`src/rtl/stream_pkg.sv`:
```
// Shared definitions for the stream framer: FSM encoding, counter widths and
// the frame-length helper used when a frame starts.
package stream_pkg;

    typedef enum logic [1:0] {
        S_DATA  = 2'd0,
        S_META  = 2'd1,
        S_TRAIL = 2'd2
    } state_t;

    localparam int WORD_CNT_W = 32;
    localparam int META_CNT_W = 4;

    // A requested length of zero still produces one payload word.
    function automatic logic [WORD_CNT_W-1:0] eff_words(input logic [WORD_CNT_W-1:0] fw);
        return (fw == '0) ? WORD_CNT_W'(1) : fw;
    endfunction

endpackage

```
`src/rtl/stream_framer_if.sv`:
```
// AXI-Stream style bundle used for the framer's payload, metadata and output.
// A word moves only in a cycle where tvalid && tready are both high; the
// source holds tdata/tvalid/tlast steady until that happens.
interface stream_framer_if #(
    parameter int DW = 128
);
    logic [DW-1:0] tdata;
    logic          tvalid;
    logic          tready;
    logic          tlast;

    modport master (output tdata, output tvalid, output tlast, input tready);
    modport slave  (input tdata, input tvalid, output tready);
endinterface

```
`src/rtl/stream_framer_axis_out_reg.sv`:
```
// Single registered output stage with valid/ready; carries tdata plus tlast.
module axis_out_reg #(
    parameter int W = 129
) (
    input  logic         clk,
    input  logic         resetn,
    input  logic         in_valid,
    output logic         in_ready,
    input  logic [W-1:0] in_data,
    output logic         out_valid,
    input  logic         out_ready,
    output logic [W-1:0] out_data
);

    assign in_ready = !out_valid || out_ready;

    always_ff @(posedge clk) begin
        if (!resetn) begin
            out_valid <= 1'b0;
            out_data  <= '0;
        end else if (in_ready) begin
            out_valid <= in_valid;
            if (in_valid) begin
                out_data <= in_data;
            end
        end
    end

endmodule

```
`src/rtl/stream_framer.sv`:
```
// Frames a payload stream: N payload words, META_WORDS metadata words, then a
// trailer carrying the running frame count (tlast set on the trailer only).
module stream_framer
    import stream_pkg::*;
#(
    parameter int DW         = 128,
    parameter int META_WORDS = 2,
    parameter int CNT_W      = 32
) (
    input  logic                  clk,
    input  logic                  resetn,
    input  logic [WORD_CNT_W-1:0] frame_words,
    stream_framer_if.slave        s_data,
    stream_framer_if.slave        s_meta,
    stream_framer_if.master       m,
    output logic [CNT_W-1:0]      frame_count,
    output logic                  busy,
    output state_t                dbg_state
);

    state_t                  state, state_nxt;
    logic [WORD_CNT_W-1:0]   word_cnt, word_cnt_nxt;
    logic [WORD_CNT_W-1:0]   n_lat, n_lat_nxt, n_cur;
    logic [META_CNT_W-1:0]   meta_cnt, meta_cnt_nxt;
    logic [CNT_W-1:0]        fc;
    logic [DW-1:0]           trailer;

    logic                    load_ready;
    logic                    reg_in_valid;
    logic [DW:0]             reg_in_data;
    logic                    reg_out_valid;
    logic [DW:0]             reg_out_data;
    logic                    data_fire, meta_fire, trail_fire;

    assign s_data.tready = resetn && (state == S_DATA) && load_ready;
    assign s_meta.tready = resetn && (state == S_META) && load_ready;
    assign data_fire     = s_data.tvalid && s_data.tready;
    assign meta_fire     = s_meta.tvalid && s_meta.tready;
    assign trail_fire    = reg_out_valid && m.tready && reg_out_data[DW];

    always_ff @(posedge clk) begin
        if (!resetn) begin
            state    <= S_DATA;
            word_cnt <= '0;
            n_lat    <= '0;
            meta_cnt <= '0;
        end else begin
            state    <= state_nxt;
            word_cnt <= word_cnt_nxt;
            n_lat    <= n_lat_nxt;
            meta_cnt <= meta_cnt_nxt;
        end
    end

    always_comb begin
        state_nxt          = state;
        word_cnt_nxt       = word_cnt;
        n_lat_nxt          = n_lat;
        meta_cnt_nxt       = meta_cnt;
        reg_in_valid       = 1'b0;
        reg_in_data        = '0;
        trailer            = '0;
        trailer[CNT_W-1:0] = fc;
        // The frame length is taken from frame_words only on the first accept.
        n_cur = (word_cnt == '0) ? eff_words(frame_words) : n_lat;

        case (state)
            S_DATA: begin
                reg_in_valid = s_data.tvalid;
                reg_in_data  = {1'b0, s_data.tdata};
                if (data_fire) begin
                    if (word_cnt == '0) begin
                        n_lat_nxt = n_cur;
                    end
                    if (word_cnt + WORD_CNT_W'(1) == n_cur) begin
                        word_cnt_nxt = '0;
                        state_nxt    = S_META;
                    end else begin
                        word_cnt_nxt = word_cnt + WORD_CNT_W'(1);
                    end
                end
            end
            S_META: begin
                reg_in_valid = s_meta.tvalid;
                reg_in_data  = {1'b0, s_meta.tdata};
                if (meta_fire) begin
                    if (meta_cnt == META_CNT_W'(META_WORDS - 1)) begin
                        meta_cnt_nxt = '0;
                        state_nxt    = S_TRAIL;
                    end else begin
                        meta_cnt_nxt = meta_cnt + META_CNT_W'(1);
                    end
                end
            end
            S_TRAIL: begin
                reg_in_valid = 1'b1;
                reg_in_data  = {1'b1, trailer};
                if (load_ready) begin
                    state_nxt = S_DATA;
                end
            end
            default: begin
                state_nxt = S_DATA;
            end
        endcase
    end

    always_ff @(posedge clk) begin
        if (!resetn) begin
            fc <= '0;
        end else if (trail_fire) begin
            fc <= fc + CNT_W'(1);
        end
    end

    axis_out_reg #(.W(DW + 1)) u_out_reg (
        .clk       (clk),
        .resetn    (resetn),
        .in_valid  (reg_in_valid),
        .in_ready  (load_ready),
        .in_data   (reg_in_data),
        .out_valid (reg_out_valid),
        .out_ready (m.tready),
        .out_data  (reg_out_data)
    );

    // Outputs are forced low for the whole reset window, not just after an edge.
    assign m.tvalid    = resetn && reg_out_valid;
    assign m.tlast     = resetn && reg_out_data[DW];
    assign m.tdata     = resetn ? reg_out_data[DW-1:0] : '0;
    assign frame_count = resetn ? fc : '0;
    assign busy        = resetn && ((state != S_DATA) || (word_cnt != '0));
    assign dbg_state   = state;

endmodule

```
`src/flat_wrapper.sv`:
```
// flat-port wrapper written by rule: the top's interface ports become plain ports
module stream_framer_flat import stream_pkg::*;
#(
    parameter int DW         = 128,
    parameter int META_WORDS = 2,
    parameter int CNT_W      = 32
)
  (clk, resetn, frame_words, frame_count, busy, dbg_state, s_data_tdata, s_data_tvalid, s_data_tready, s_meta_tdata, s_meta_tvalid, s_meta_tready, m_tdata, m_tvalid, m_tlast, m_tready);
  stream_framer_if #(.DW(DW)) s_data_i ();
  stream_framer_if #(.DW(DW)) s_meta_i ();
  stream_framer_if #(.DW(DW)) m_i ();
  input  logic clk;
  input  logic resetn;
  input  logic [WORD_CNT_W-1:0] frame_words;
  output logic [CNT_W-1:0] frame_count;
  output logic busy;
  output state_t dbg_state;
  input wire logic [$bits(s_data_i.tdata)-1:0] s_data_tdata;
  input wire logic [$bits(s_data_i.tvalid)-1:0] s_data_tvalid;
  output wire logic [$bits(s_data_i.tready)-1:0] s_data_tready;
  input wire logic [$bits(s_meta_i.tdata)-1:0] s_meta_tdata;
  input wire logic [$bits(s_meta_i.tvalid)-1:0] s_meta_tvalid;
  output wire logic [$bits(s_meta_i.tready)-1:0] s_meta_tready;
  output wire logic [$bits(m_i.tdata)-1:0] m_tdata;
  output wire logic [$bits(m_i.tvalid)-1:0] m_tvalid;
  output wire logic [$bits(m_i.tlast)-1:0] m_tlast;
  input wire logic [$bits(m_i.tready)-1:0] m_tready;
  assign s_data_i.tdata = s_data_tdata;
  assign s_data_i.tvalid = s_data_tvalid;
  assign s_data_tready = s_data_i.tready;
  assign s_meta_i.tdata = s_meta_tdata;
  assign s_meta_i.tvalid = s_meta_tvalid;
  assign s_meta_tready = s_meta_i.tready;
  assign m_tdata = m_i.tdata;
  assign m_tvalid = m_i.tvalid;
  assign m_tlast = m_i.tlast;
  assign m_i.tready = m_tready;
  stream_framer #(.DW(DW), .META_WORDS(META_WORDS), .CNT_W(CNT_W)) u_core (.clk(clk), .resetn(resetn), .frame_words(frame_words), .s_data(s_data_i), .s_meta(s_meta_i), .m(m_i), .frame_count(frame_count), .busy(busy), .dbg_state(dbg_state));
endmodule
```
`config.mk`:
```
export PLATFORM = sky130hd
export DESIGN_NAME = stream_framer_flat
export DESIGN_NICKNAME = d
export VERILOG_FILES = /design/src/rtl/stream_pkg.sv /design/src/rtl/stream_framer_if.sv /design/src/rtl/stream_framer_axis_out_reg.sv /design/src/rtl/stream_framer.sv /design/src/flat_wrapper.sv
export SDC_FILE = /design/constraint.sdc
export NUM_CORES = 1
export LEC_CHECK = 0
export ABC_AREA = 0
export BUFFER_PORTS_ARGS = -buffer_cell sky130_fd_sc_hd__buf_2
export CAP_MARGIN = 20
export CORE_MARGIN = 2
export CORE_UTILIZATION = 35
export CTS_CLUSTER_SIZE = 20
export DETAILED_ROUTE_END_ITERATION = 10
export GPL_TIMING_DRIVEN = 0
export PLACE_DENSITY = 0.66
export SYNTH_ARGS = -nofsm -noshare
export SYNTH_HDL_FRONTEND = slang
export SYNTH_SLANG_ARGS = --single-unit
```
`constraint.sdc`:
```
create_clock -name clk -period 6 [get_ports clk]
set_input_delay 0.6 -clock clk [delete_from_list [all_inputs] [get_ports clk]]
set_output_delay 0.6 -clock clk [all_outputs]
set_load 0.05 [all_outputs]
```
# Word level (Yosys, flattened, before mapping)
# Index checks and enable logic that the tools add are counted.
# op_classes
eq_ne,9
addsub,3
n_mux,14
reduce_logical,24
# op_table
operator,n
$pmux W129 S3,1
$mux W128,1
$mux W32,4
$add A32 B1 Y32 const B,2
$logic_not A32 Y1,2
$eq A32 B32 Y1,1
$reduce_bool A32 Y1,1
$logic_and A1 B1 Y1,11
$mux W2,5
$ne A2 B1 Y1 const B,3
$pmux W2 S3,1
$reduce_and A2 Y1,3
$reduce_and A5 Y1,1
$add A4 B1 Y4 const B,1
$eq A4 B1 Y1 const B,1
$mux W4,1
$ne A2 B2 Y1 const B,2
$pmux W1 S3,1
$reduce_and A3 Y1,1
$eq A2 B1 Y1 const B,1
$eq A2 B2 Y1 const B,1
$logic_not A2 Y1,1
$logic_or A1 B1 Y1,2
$reduce_bool A2 Y1,1
$logic_not A1 Y1,1
# word_totals
elab_cells,57
input_bits,293
out_inout_bits,167
reg_bits,232

# Logic depth before layout (Yosys ltp)
# depth
depth_word,7
ltp_mapped,16
ltp_nobuf,12

# Cells and area by module
# Synthesis repeated with hierarchy kept, for this count alone.
# unflattened
cells_unflattened,1839
hier_area_um2,14532.7
# modules_own_cells
mod,n_inst,seq_area_each_um2,cells_each,area_each_um2
stream_framer,1,2042.0,1274,9349.0
axis_out_reg,1,2602.5,565,5183.7

# Worst setup path after synthesis
# No wires, ideal clock.
# synth_path
kind,register to register
from,register u_core.word_cnt[0]
to,register u_core.word_cnt[18]
path_slack_ns,2.841
n_path_buf,3
required_ns,5.885
setup_ns,0.115
stages_incl_launch_ff,16
synth_period_minus_slack_ns,3.159
t_arrival_ns,3.045
path_cell_list,dfxtp_1 clkbuf_1 inv_1 ha_1 nor4b_1 nand4_1 nor2_4 buf_4 mux2i_1 xnor2_1 nand3_1 nor4_1 nand4b_1 o21ai_4 buf_6 nor2_1
# synth_between
elab_chain_cells,4
elab_cells_between_ends,5
cone_classes,add/sub: 1; eq/ne: 1; mux: 2; reduce/logical: 1
# synth_rtl
element,line_no,rtl
start: declaration,stream_framer.sv:22,"logic [WORD_CNT_W-1:0] word_cnt, word_cnt_nxt;"
start signal: assignment,stream_framer.sv:49,word_cnt <= word_cnt_nxt;
branches (longest 3 deep; another with $add A32 B1 Y32),n/a,
$mux W32 (*),stream_framer.sv:75,if (word_cnt + WORD_CNT_W'(1) == n_cur) begin
# Mark *: on every way between the ends.
# A chain may end at the register's enable or synchronous reset.

# Final worst setup path
# layout_path
from,register u_core.word_cnt[0]
to,register u_core.word_cnt[26]
# Same word-level chain as after synthesis.

==> run metrics <==
CP Class=reg -> reg; maximum vdd drop=209.1 µV; Layout area overhead=29.65%; CP Max Fanout=10; power after layout=4.302 mW; vias after detailed routing=13,760; worst path arrival time=4.64 ns; Final Max Tran Viols=0; vias in the first global route=13,560; WHS=0.3269 ns; Inserted Clock Buffers=28; setup violators final=0; Vias per Instance=5.141; Post-CTS Hold Buffers=0; clk buf depth=3; largest net degree at the start of global routing=15; share of cells above drive strength 1=0.2510; initial antenna violation count=4; Nets=2,429; initial core utilization=0.3529; LEAKAGE=7.463 nW; hpwl dp=40,070 µm; cells after synthesis=1,645; Starting DRT DRC Count=877; crit share post-route=0.7009; Post-Syn Area=13,540 µm²; core area=38,380 µm²; CTS Root Cell=clkbuf_16; Port Buffers=458; worst-margin pin slew=0.8919 ns; antenna-violating nets left=0; All-Layer GR Usage=0.2426; asr flop ratio synth=0; Yosys Warn Count=0; total grt overflow=0; Initial DRT Pass Iterations=5; first-pass GRT wire length=77,650 µm; Post-Route WL=51,110 µm; DRC Markers=0; Die H=200.7 µm; clk sinks=232; FP Rows=72; Final GP Congestion=0.9395; total I/O pin count=460; minimum clock period=4.205 ns; Worst EP required=6.43 ns; Syn Area/Cell=8.232 µm²; fmax=0.2378 GHz; sequential-to-total area share from yosys stat=0.3430; wire per inst=19.09 µm; Worst setup SP type=flip-flop; Slew HR=0.4054; Yosys cell types=57; clock skew=0.02353 ns; TNS Setup=0 ns; register bit count reported by yosys=232; top_reg_cell synth=dfxtp_1; Critical Path End Type=flip-flop; Setup Fix Bufs, Post-CTS=0; clock tree from TritonCTS=built; Post-synth EDFFs=0; Net Count, Synth=1,941; Die W=200.7 µm; status=complete, no violations; DP Area=16,480 µm²; PD cells=245.0 nW/µm²; max-cap check violation count=0; clock-pin slew on the worst setup and hold paths=0.07 ns; unrepaired setup endpoints after global routing=false; post-cts sizing count=0; H-tree Lvls=1; endpoints failing hold=0; clk_lat worst skew=0.56 ns; DIE AREA=40,280 µm²; fin area=17,560 µm²; min-delay worst type=in -> reg
-- worst max-delay path, stage by stage (launching register included) --
cell and delay [ns]:
dfxtp_1 0.31, clkbuf_1 0.19, inv_1 0.09, ha_1 0.16, nor4b_1 0.37, nand4_1 0.29, clkbuf_1 0.33, o21ai_0 0.31
a21oi_1 0.13, nor4b_2 0.37, and3_1 0.21, nor4bb_1 0.37, nand4b_1 0.33, o21ai_4 0.39, buf_6 0.19, nor2_1 0.06
-- metal layers --
metal	wire (µm)	part of all wire	global-route usage
met5	0	0	0
met4	969	0.019	0.05476
met3	2521	0.049	0.03231
met2	24850	0.49	0.4232
met1	22770	0.45	0.3184
-- power by group --
group / total, mW / internal [mW] / switching (mW) / leakage, nW
sequential: 1.64 / 1.61 / 0.0335 / 1.90
combinational: 0.711 / 0.261 / 0.450 / 5.04
clock: 1.95 / 1.22 / 0.724 / 0.524
-- Yosys cell counts (39+ instances only) --
cell / count / area (µm²)
and2_1: 204 / 1276
xnor2_1: 72 / 630.6
nand2_1: 148 / 555.5
clkbuf_1: 109 / 409.1
a21boi_0: 39 / 292.8
nor3_1: 111 / 555.5
nor2b_1: 108 / 675.7
a21oi_1: 107 / 535.5
dfxtp_1: 232 / 4644
mux2i_1: 144 / 1441
nor2_1: 45 / 168.9
-- worst paths after layout --
path / startpoint / to / slack [ns] / cells past startpoint
setup reg to reg: u_core.word_cnt[0] / u_core.word_cnt[26] / 1.79 / 15
setup / recovery: u_core.word_cnt[0] / u_core.word_cnt[26] / 1.79 / 15
hold / removal: frame_words[22] / u_core.n_lat[22] / 0.33 / 3
hold reg to reg: u_core.n_lat[30] / u_core.n_lat[30] / 0.46 / 2
-- cell type report --
cell class                 count  area (µm²)
inverter                      13       48.80
multi-input combinational   1262        8288
antenna                        4       10.01
timing repair buffer         458        2292
fill                        3903       20820
sequential                   232        4644
clock inverter                13       232.7
tap                          518       648.1
buffer                       138       560.5
clock buffer                  39       832.0
-- through the flow --
step / worst slack, ns / utilization / cells
after floorplan: 2.841 / - / 1645
after global placement: 1.854 / 0.4295 / 2621
after detailed placement: 1.804 / 0.4295 / 2621
after CTS: 1.798 / 0.4572 / 2673
after global routing: 1.500 / 0.4575 / 2677
final: 1.795 / 0.4575 / 2677
-- sequential cells by signal, indices dropped and copies added (netlist names) --
name / cells
u_core.dbg_state: 2
u_core.fc: 32
u_core.meta_cnt: 4
u_core.n_lat: 32
u_core.u_out_reg.out_data: 129
u_core.u_out_reg.out_valid: 1
u_core.word_cnt: 32
-- kinds of logic (layout without fill, tap and decap cells) --
logic type / count (synthesis) / count (layout) / synth area share
adder cells (fa/ha/maj): 3 / 3 / 0.002772
multiplexers: 144 / 144 / 0.1064
flip-flops: 232 / 232 / 0.3430
AO/OA/AOI/OAI: 252 / 252 / 0.1258
buffers and inverters: 151 / 661 / 0.04500
other: 0 / 4 / 0
AND/OR/NAND/NOR: 761 / 761 / 0.3100
XOR/XNOR: 102 / 102 / 0.06699
-- cell usage in the layout, fill, tap and decap left out, types with 45 or more instances in the layout --
cell type	n
nand2_1	148
nor2b_1	108
and2_1	204
buf_2	467
nor2_1	45
xnor2_1	72
mux2i_1	144
dfxtp_1	232
a21oi_1	107
nor3_1	111
clkbuf_1	111
Power figures use the tool's default switching activity.
